[src/rtl/lane_striper_n.sv]
// Stripes a serial symbol stream across up to NLANES lanes, one group per output beat; flush pads a partial group.
// Latency: a completed group appears on out/validout one edge later. Backpressure: ready drops only while a finished group waits in STALL.
module lane_striper_n #(
  parameter int             NLANES = 4,
  parameter int             DW     = 8,
  parameter logic [DW-1:0]  PAD    = DW'(8'hBC)
) (
  input  logic                   clk4f,
  input  logic                   reset,
  input  logic [DW-1:0]          in,
  input  logic                   validin,
  output logic                   ready,
  input  logic                   flush,
  input  logic [1:0]             lane_mode,
  output logic [NLANES*DW-1:0]   out,
  output logic [NLANES-1:0]      validout,
  input  logic                   out_ready
);

  localparam int PW = $clog2(NLANES) + 1;

  typedef enum logic [1:0] {EMPTY, FILL, STALL} state_t;

  state_t                 state;
  logic [PW-1:0]          ptr;
  logic [PW-1:0]          grp_l;
  logic [NLANES*DW-1:0]   acc;
  logic [NLANES-1:0]      stall_msk;

  int                     sel_n;
  logic [PW-1:0]          sel_l;
  logic [PW-1:0]          cur_l;
  logic [PW-1:0]          ptr_nxt;
  logic                   fire;
  logic                   done;
  logic [NLANES*DW-1:0]   grp_dat;
  logic [NLANES-1:0]      grp_msk;

  assign ready = (state != STALL);
  assign fire  = validin & ready;

  always_comb begin
    unique case (lane_mode)
      2'd0:    sel_n = 1;
      2'd1:    sel_n = 2;
      2'd2:    sel_n = 4;
      default: sel_n = 8;
    endcase
    if (sel_n > NLANES) sel_n = NLANES;
    sel_l = PW'(sel_n);
  end

  // The lane count is taken live only for the first symbol of a group.
  assign cur_l   = (ptr == '0) ? sel_l : grp_l;
  assign ptr_nxt = ptr + PW'(fire);
  assign done    = ready & ((fire & (ptr_nxt == cur_l)) | (flush & (ptr_nxt != '0)));

  // Group as it would leave this cycle: same-cycle symbol merged, tail padded, inactive lanes zeroed.
  always_comb begin
    grp_dat = '0;
    grp_msk = '0;
    for (int i = 0; i < NLANES; i++) begin
      if (PW'(i) < cur_l) begin
        grp_msk[i] = 1'b1;
        if (fire && (PW'(i) == ptr))
          grp_dat[i*DW +: DW] = in;
        else if (PW'(i) < ptr)
          grp_dat[i*DW +: DW] = acc[i*DW +: DW];
        else
          grp_dat[i*DW +: DW] = PAD;
      end
    end
  end

  always_ff @(posedge clk4f or negedge reset) begin
    if (!reset) begin
      state     <= EMPTY;
      ptr       <= '0;
      grp_l     <= '0;
      acc       <= '0;
      stall_msk <= '0;
      out       <= '0;
      validout  <= '0;
    end else begin
      unique case (state)
        EMPTY, FILL: begin
          if (done) begin
            ptr <= '0;
            if ((validout == '0) || out_ready) begin
              out      <= grp_dat;
              validout <= grp_msk;
              state    <= EMPTY;
            end else begin
              acc       <= grp_dat;
              stall_msk <= grp_msk;
              state     <= STALL;
            end
          end else begin
            if (out_ready) validout <= '0;
            if (fire) begin
              for (int i = 0; i < NLANES; i++)
                if (PW'(i) == ptr) acc[i*DW +: DW] <= in;
              if (ptr == '0) grp_l <= sel_l;
              ptr   <= ptr_nxt;
              state <= FILL;
            end
          end
        end
        STALL: begin
          if (out_ready) begin
            out      <= acc;
            validout <= stall_msk;
            state    <= EMPTY;
          end
        end
        default: state <= EMPTY;
      endcase
    end
  end

endmodule

[config.mk]
export PLATFORM = sky130hd
export DESIGN_NAME = lane_striper_n
export DESIGN_NICKNAME = d
export VERILOG_FILES = /design/src/rtl/lane_striper_n.sv
export SDC_FILE = /design/constraint.sdc
export NUM_CORES = 1
export LEC_CHECK = 0
export CORE_MARGIN = 4
export CORE_UTILIZATION = 40
export DETAILED_ROUTE_END_ITERATION = 12
export GPL_TIMING_DRIVEN = 0
export MAX_ROUTING_LAYER = met4
export PLACE_DENSITY_LB_ADDON = 0.15
export REMOVE_ABC_BUFFERS = 1
export SLEW_MARGIN = 20
export SYNTH_ARGS = -nofsm -noshare
export SYNTH_HDL_FRONTEND = slang
export SYNTH_SLANG_ARGS = --single-unit
export TNS_END_PERCENT = 50
[constraint.sdc]
create_clock -name clk4f -period 2.7 [get_ports clk4f]
set_input_delay 0.27 -clock clk4f [delete_from_list [all_inputs] [get_ports clk4f]]
set_output_delay 0.27 -clock clk4f [all_outputs]
set_load 0.005 [all_outputs]
# Word level (Yosys, flattened, before mapping)
# Cells that the tools add are included.
# op_classes
n_addsub	1
order_cmp	9
eq_ne	16
muxes	42
bitwise_logic	7
reduce_logical	27
# op_table
op	count
2-to-1 mux 32 bit	6
2-to-1 mux 8 bit	16
case mux 32 bit (2 select lines)	1
AND reduction 4 bit	6
2-to-1 mux 4 bit	4
< comparator 1 x 3 -> 1 bit (first input constant)	4
< comparator 2 x 3 -> 1 bit (first input constant)	4
2-to-1 mux 3 bit	4
case mux 4 bit (3 select lines)	1
nonzero test 2 bit	6
!= test 2 bit (second input constant)	5
!= test 3 bit (second input constant)	3
2-to-1 mux 2 bit	4
case mux 4 bit (2 select lines)	1
== test 2 x 3 -> 1 bit (first input constant)	2
AND reduction 3 bit	2
bitwise AND 1 bit	4
== test 2 x 1 -> 1 bit (second input constant)	2
== test 2 bit (second input constant)	2
> comparator 4 x 3 -> 1 bit (second input constant)	1
logical AND 1 bit	4
zero test 2 bit	2
zero test 4 bit	1
2-to-1 mux 1 bit	4
11 further kinds	13
# totals
register_bits	80
in_bits	15

# Logic depth before layout (Yosys ltp)
# Gate-level depths: netlist (run 1).
# logic_depth
ltp_word	11
depth_mapped	12

# Least setup slack after synthesis (run 1)
# OpenSTA, ideal clock, no wires.
# synth_path
path_kind	register to register
startpoint	register state[1]
endpoint	register acc[24]
setup_ps	125
t_arrival_ps	2659
t_required_ps	2575
slack_ps	-84
stages_incl_launch_ff	12
path_buffers	3
cell_sequence	dfrtp_1 > buf_2 > nor2b_1 > buf_2 > nor2_1 > ha_1 > xnor2_1 > a41oi_2 > a31oi_4 > buf_6 > mux2_4 > mux2_4
# synth_between
elab_chain_len	9
elab_cells_between_ends	21
# synth_rtl
element	line_no	source
from (decl)	24	state_t state;
from (signal assigned)	77	state <= EMPTY;
from (signal assigned)	92	state <= EMPTY;
from (signal assigned)	96	state <= STALL;
!= test 2 bit	39	assign ready = (state != STALL);
bitwise AND 1 bit	40	assign fire = validin & ready;
adder 3 x 1 -> 3 bit	55	assign ptr_nxt = ptr + PW'(fire);
== test 3 bit or nonzero test 3 bit (tied branches)	56	assign done = ready & ((fire & (ptr_nxt == cur_l)) | (flush & (ptr_nxt != '0)));
bitwise AND 1 bit	56	
OR 1 bit	56	
bitwise AND 1 bit	56	
!= test 2 bit (no line) or nonzero test 2 bit (tied branches)	--	
AND reduction 4 bit (no line)	--	
to (signal assigned)	94	acc <= grp_dat;
to (signal, indexed assignment)	102	if (PW'(i) == ptr) acc[i*DW +: DW] <= in;
to (decl)	27	logic [NLANES*DW-1:0] acc;
# Several ways; a longest one is shown, not always the timed one. The select of a mux whose other input is x is not followed.
# A chain may end at the register's enable or synchronous reset.

# Worst setup path in the final report (run 1)
# layout_path
startpoint	register ptr[2]
endpoint	register acc[15]
# layout_between
elab_chain_len	8
elab_cells_between_ends	22
# layout_rtl
element	line_no	source
from (decl)	25	logic [PW-1:0] ptr;
from (signal assigned)	104	ptr <= ptr_nxt;
branches (longest 8 deep; another with adder 3 x 1 -> 3 bit)	--	
# Several ways; the timed one is not identified. The select of a mux whose other input is x is not followed.

==> results of run 1 <==
## per-stage QoR
stage / TNS (ns) / total power, mW / worst slack, ns / hold slack [ns] / instances
after global routing: -0.728 / 10.2 / -0.0318 / 0.408 / 682
final: 0 / 9.61 / 0.0176 / 0.391 / 682
after detailed placement: -94.30 / 7.20 / -1.40 / 0.353 / 622
after floorplan: -227.74 / 5.45 / -3.24 / -0.0256 / 421
after global placement: -560.40 / 6.75 / -6.01 / 0.467 / 615
after CTS: -0.0789 / 9.24 / -0.0221 / 0.492 / 673
## routing by layer
layer  share of wire  track usage  vias to the layer above  wire length (µm)
met5               0            -                        -                 0
met4           0.021       0.0762                        0               281
met3           0.046       0.0322                       21               618
met2            0.47        0.301                      128              6270
met1            0.46        0.267                     1976              6220
li1                -            -                     1820                 -
## logic make-up (layout without fill, tap and decap cells)
| group | after synthesis | after routing |
|---|---|---|
| flip-flops | 80 | 80 |
| XOR/XNOR | 3 | 3 |
| adder cells (fa/ha/maj) | 1 | 1 |
| AO/OA/AOI/OAI | 102 | 103 |
| buffers and inverters | 51 | 136 |
| AND/OR/NAND/NOR | 110 | 111 |
| multiplexers | 105 | 105 |
## path summary, 6_finish.rpt
check | end | slack [ns] | start
setup reg to reg | acc[15] | 0.02 | ptr[2]
setup / recovery | acc[15] | 0.02 | ptr[2]
min in group asynchronous | out[14] | 0.50 | reset
hold reg to reg | out[28] | 0.49 | out[28]
hold / removal | state[0] | 0.39 | validin
max in group asynchronous | ptr[0] | 1.58 | reset
## cells in the mapped netlist, drive strengths merged
library cell,number
or2,4
o22a,8
a2111oi,1
o21ai,16
o211ai,1
or3,3
a21boi,1
ha,1
or4b,1
a221oi,1
clkbuf,19
or4,1
buf,12
o22ai,14
nor2,35
nand2b,5
mux2,72
o211a,1
o221ai,7
a31oi,2
a211oi,1
inv,20
a22oi,12
a21oi,5
a32oi,1
xnor2,3
nor3b,1
nand4b,1
o221a,3
nand2,44
nor4,3
mux2i,33
o31a,1
nand3,3
and3,1
dfrtp,80
a41oi,1
nor3,6
o31ai,26
nor2b,2
## what timing repair did
item,4_1_cts,5_1_grt
gates resized for setup,23,39
endpoints found under the setup margin,81,63
hold buffers,1,0
cloned,3,0
pin swaps,7,12
buffers inserted,31,12
hold endpoints to repair,48,0
## registers in the layout, indices dropped and copies added (netlist names)
signal     count
state          2
out           32
grp_l          3
validout       4
ptr            3
stall_msk      4
acc           32
## power breakdown
part / switching [mW] / internal (mW) / leakage, nW
sequential: 0.445 / 1.81 / 0.967
combinational: 2.83 / 3.33 / 1.64
clock: 0.495 / 0.694 / 0.145
total: 3.78 / 5.84 / 2.75
## layout make-up
class / instances / area (µm²)
Fill cell: 1011 / 5190
Multi-Input combinational cell: 323 / 2850
Sequential cell: 80 / 2010
Timing Repair Buffer: 100 / 1030
Clock buffer: 13 / 270
Tap cell: 143 / 179
Inverter: 20 / 78.8
Clock inverter: 3 / 15.0
==> impl_metrics.csv, run 1 <==
group,metric,value,unit
sta,max_freq,373,MHz
worst_setup_path,arrival,2.92,ns
floorplan,floorplan.die_area,0.0139,mm²
min_path,hp-class,"in -> reg",
clock_tree,htreeDepth,3,
synthesis,muxShareOfSynthArea,0.254,
worst_setup_path,crit_fanout,6,
synthesis,synth_top_cells_by_area,"dfrtp_1 (42%), mux2_1 (8.7%), mux2i_1 (6.0%)",
clock_tree,insertion_delay,0.35,ns
worst_setup_path,timing.critical_path.buf_inv,3,
routing,drtIter0Drc,238,
global_routing,largest_net_degree_at_the_start_of_global_routing,50,
place,placed_area,0.00554,mm²
sta,fin_crit_sh,0.993,
cells_and_area,nNetsFinal,550,
power_and_ir_drop,power_leakage,2.75,nW
clock_tree,cts_root_buffer,"clkbuf_16",
routing,ant_nets,0,
synthesis,synthDominantCellAreaShare,0.416,
sta,worst_pin_slew,0.747,ns
sta,timing_hold_violations_final,0,
worst_setup_path,worstSetupPathDepth,9,
sta,slew_violations,0,
global_routing,grt_overflow_total,0,
routing,drt-wirelength-per-cell,19.6,µm
routing,routed_wirelength,13400,µm
synthesis,yosys.area_share.adder,0.00260,
sta,finalSetupViolCount,0,
cells_and_area,area.growth.synth_to_final,33.4,%
cells_and_area,finish.utilization,0.553,
synthesis,synth_area_in_compound_gates,0.169,
synthesis,synthDominantAreaCellType,"dfrtp_1",
status,run_status,"complete, no violations",
flow_run,cap_viol_max_count,0,
synthesis,synth_top_family_by_area,"multiplexers",
worst_setup_path,criticalPathCategory,"reg -> reg",
routing,post_drt_via_cell_ratio,5.78,
clock_tree,cts_buffers,9,
synthesis,synthCells,452,
worst_setup_path,worst_setup_path_end_kind,"flip-flop",
floorplan,design.portCount,52,
worst_setup_path,worst-r2r-cell-count,9,
routing,drc,0,
routing,vias,3945,
sta,skew,0.00703,ns
synthesis,synth_cell_types,54,
global_routing,via_count_of_the_first_global_routing_pass,4051,
synthesis,syn_area,0.00482,mm²
worst_setup_path,critPathMaxStageDelay,0.47,ns
synthesis,synthXorXnorAreaFrac,0.00701,
synthesis,syn_avg_cell_area,10.7,µm²
synthesis,ys_seq_area_frac,0.416,
global_routing,grt_pass1_wl,21600,µm
clock_tree,clock_path_buffers,2,
synthesis,yosysWarnings,0,
clock_tree,tritoncts_num_sinks,80,
min_path,instance_count_along_the_most_critical_hold_path,2,
global_routing,antenna_found_initial,0,
worst_setup_path,critical_path.cell_chain,"nor4_4 > a211oi_4 > a2111oi_4 > buf_4 > a32oi_4 > clkbuf_16 > buf_16 > mux2_1 > mux2_4",
floorplan,initial_core_util,0.415,
sta,slew_headroom,0.498,
worst_setup_path,cp_top_family,"compound AO/OA/AOI/OAI gates",
worst_setup_path,worstSetupStartpointType,"flip-flop",
place,dpl.hpwl,8180,µm
synthesis,post_synth_and_or_nand_nor_area_fraction,0.104,
floorplan,rows,39,
cells_and_area,antenna_diode_count,0,
floorplan,floorplan.die.height,118,µm
sta,layout_min_cycle_time,2.68,ns
cells_and_area,mostFrequentLayoutCell,"dfrtp_1",
place,gp_congestion,0.773,
cells_and_area,finish.instance_area,0.00643,mm²
floorplan,floorplan.die.width,118,µm
power_and_ir_drop,maximum_vdd_drop,0.000552,V
worst_setup_path,critical_path_required,2.93,ns
sta,grt_setup_unrepaired,"true",
cells_and_area,post_route_cells_drive_above_1_share,0.273,
floorplan,fp.coreArea,0.0116,mm²
power_and_ir_drop,powerDensity,1500,mW/mm²
clock_tree,cts_tree,"built",
place,numPortBuffers,51,
synthesis,synth_seq_cells,80,
worst_setup_path,worst_path_max_delay_cell,"dfrtp_2",
routing,drt_first_pass_iters,4,
cells_and_area,commonest_cells_after_routing_fill_and_taps_aside,"dfrtp_1 (75), clkdlybuf4s50_1 (48), nand2_1 (43)",
clock_tree,clk_transition_reported_paths,0.06,ns
global_routing,global_route.usage.total,0.198,
Note: power is estimated with default switching activity, not from simulation.
==> run 2: changes to the inputs <==
--- a/config.mk
+++ b/config.mk
@@ -16,4 +16,4 @@
 export SYNTH_ARGS = -nofsm -noshare
 export SYNTH_HDL_FRONTEND = slang
 export SYNTH_SLANG_ARGS = --single-unit
-export TNS_END_PERCENT = 50
+export TNS_END_PERCENT = 10
==> run 2 against run 1 <==
Against the previous run: the run now ends with setup timing left; via count fell by 0.61%; combinational power shrank 0.6%; setup slack got worse by 0.031 ns; non-clock buffer count down 1; sequential cell count unchanged; critical path type unchanged; critical endpoint is now acc[9]; highest routed layer unchanged.
==> impl_metrics.csv, run 2 (same netlist as run 1, synthesis figures left out) <==
group,metric,value,unit
routing,routed_wirelength,13300,µm
routing,route.top_layer_used,"met4",
cells_and_area,sequential_cell_area,0.00201,mm²
floorplan,rows,39,
power_and_ir_drop,power_leakage,2.70,nW
cells_and_area,nNetsFinal,549,
clock_tree,insertion_delay,0.35,ns
routing,drc,0,
power_and_ir_drop,power.share.combinational,0.642,
sta,slew_headroom,0.492,
floorplan,floorplan.die.width,118,µm
clock_tree,cts_buffers,9,
cells_and_area,finish.utilization,0.550,
global_routing,via_count_of_the_first_global_routing_pass,4046,
min_path,hp-class,"in -> reg",
floorplan,floorplan.die_area,0.0139,mm²
clock_tree,clk_transition_reported_paths,0.06,ns
sta,timing_hold_violations_final,0,
worst_setup_path,criticalPathCategory,"reg -> reg",
clock_tree,cts_tree,"built",
cells_and_area,post_route_cells_drive_above_1_share,0.273,
sta,finalSetupViolCount,13,
cells_and_area,finish.instance_area,0.00638,mm²
clock_tree,htreeDepth,3,
sta,slew_violations,0,
sta,max_freq,369,MHz
clock_tree,tritoncts_num_sinks,80,
routing,post_drt_via_cell_ratio,5.76,
sta,timing.final.ws_setup,-0.0131,ns
clock_tree,cts_root_buffer,"clkbuf_16",
global_routing,grt_pass1_wl,21600,µm
place,placed_area,0.00554,mm²
global_routing,antenna_found_initial,0,
power_and_ir_drop,maximum_vdd_drop,0.000553,V
power_and_ir_drop,power_frac_seq,0.234,
power_and_ir_drop,powerDensity,1500,mW/mm²
sta,fin_crit_sh,1.00,
global_routing,global_route.usage.total,0.198,
routing,met2_wire_len,6290,µm
sta,final.hold.worst_slack,0.389,ns
routing,drtIter0Drc,247,
worst_setup_path,critical_path_required,2.93,ns
place,gp_congestion,0.773,
routing,ant_nets,0,
flow_run,cap_viol_max_count,0,
sta,grt_setup_unrepaired,"true",
floorplan,fp.coreArea,0.0116,mm²
place,numPlacedInstances,622,
cells_and_area,area.growth.synth_to_final,32.5,%
global_routing,grt_overflow_total,0,
power_and_ir_drop,total_switching_power,3.76,mW
worst_setup_path,arrival,2.94,ns
worst_setup_path,worst_setup_path_end_kind,"flip-flop",
cells_and_area,antenna_diode_count,0,
cells_and_area,multi_input_comb_area,0.00282,mm²
routing,drt-wirelength-per-cell,19.6,µm
cells_and_area,mostFrequentLayoutCell,"dfrtp_1",
global_routing,largest_net_degree_at_the_start_of_global_routing,50,
worst_setup_path,worstSetupStartpointType,"flip-flop",
sta,layout_min_cycle_time,2.71,ns
clock_tree,clock_path_buffers,2,
status,failed_checks,"setup timing",
floorplan,design.portCount,52,
sta,worst_pin_slew,0.757,ns
floorplan,floorplan.die.height,118,µm
worst_setup_path,crit_fanout,11,
routing,wl_met3,587,µm
cells_and_area,largest_registers,"acc: 32 flops, out: 32 flops",
cells_and_area,filler_cell_count,1006,
sta,skew,0.00745,ns
routing,vias,3921,
place,numPortBuffers,51,
cells_and_area,commonest_cells_after_routing_fill_and_taps_aside,"dfrtp_1 (75), clkdlybuf4s50_1 (49), nand2_1 (43)",
power_and_ir_drop,internal_power,5.80,mW
power_and_ir_drop,power.switching_fraction,0.394,
status,run_status,"finished with violations",
place,dpl.hpwl,8180,µm
power_and_ir_drop,power.share.clock,0.124,
cells_and_area,final-instance-count-excl-fill,681,
power_and_ir_drop,post-layout-total-power,9.56,mW
routing,wl_met1,6200,µm
routing,drt_first_pass_iters,4,
floorplan,initial_core_util,0.415,
==> run 2: cell types whose count changed in the layout (fill, tap and decap cells not counted), moves of 2 or more <==
cell    delta
mux2_2     +7
mux2_4     -6
buf_6      +3
buf_4      -2
buf_8      -2
==> run 2: area by class of cell <==
cell class | instances | share of cell area
Inverter | 20 | 0.0124
Clock buffer | 13 | 0.0423
Multi-Input combinational cell | 323 | 0.441
Sequential cell | 80 | 0.315
Clock inverter | 3 | 0.00235
Timing Repair Buffer | 99 | 0.159
Tap cell | 143 | 0.0280
==> run 2: per-stage QoR <==
step	TNS (ns)	setup slack [ns]
floorplan	-227.74	-3.24
global placement	-560.40	-6.01
detailed placement	-94.30	-1.40
CTS	-0.0811	-0.0221
global route	-1.58	-0.0733
finish	-0.0869	-0.0131
==> run 2: critical path: stages (launching register included) <==
cell and delay, ns:
dfrtp_2 0.50, or2_4 0.33, a211oi_2 0.31, a2111oi_4 0.09
buf_4 0.18, a31oi_4 0.29, buf_6 0.15, mux2i_4 0.25
buf_4 0.17, mux2_2 0.32
==> run 2: final timing paths <==
path	startpoint	depth (start not counted)	endpoint	slack [ns]
worst max-delay path	ptr[1]	9	acc[9]	-0.01
min in group asynchronous	reset	2	validout[1]	0.50
max in group asynchronous	reset	3	ptr[0]	1.57
worst min register to register	out[28]	1	out[28]	0.49
worst min-delay path	validin	2	state[0]	0.39
worst max register to register	ptr[1]	9	acc[9]	-0.01
==> run 2: power by group through the flow <==
| stage | Sequential (mW) | Clock, mW | Combinational, mW |
|---|---|---|---|
| after global placement | 2.24 | 0 | 4.52 |
| after global routing | 2.32 | 1.26 | 6.60 |
| final | 2.24 | 1.19 | 6.13 |
| after CTS | 2.23 | 1.21 | 5.81 |
| after floorplan | 2.20 | 0 | 3.25 |
| after detailed placement | 2.29 | 0 | 4.91 |
==> run 2: routing by layer <==
| layer | vias up | GRT usage |
|---|---|---|
| li1 | 1825 | - |
| met1 | 1967 | 0.268 |
| met2 | 109 | 0.300 |
| met3 | 20 | 0.0322 |
| met4 | 0 | 0.0762 |
| met5 | - | - |
==> run 2: timing repair <==
item | in CTS | in global routing
resized for setup | 27 | 23
setup buffers | 29 | 13
setup endpoints to repair | 81 | 63
hold buffers | 1 | 0
gates cloned | 3 | 0
hold endpoints to repair | 48 | 0
pin swaps | 7 | 10
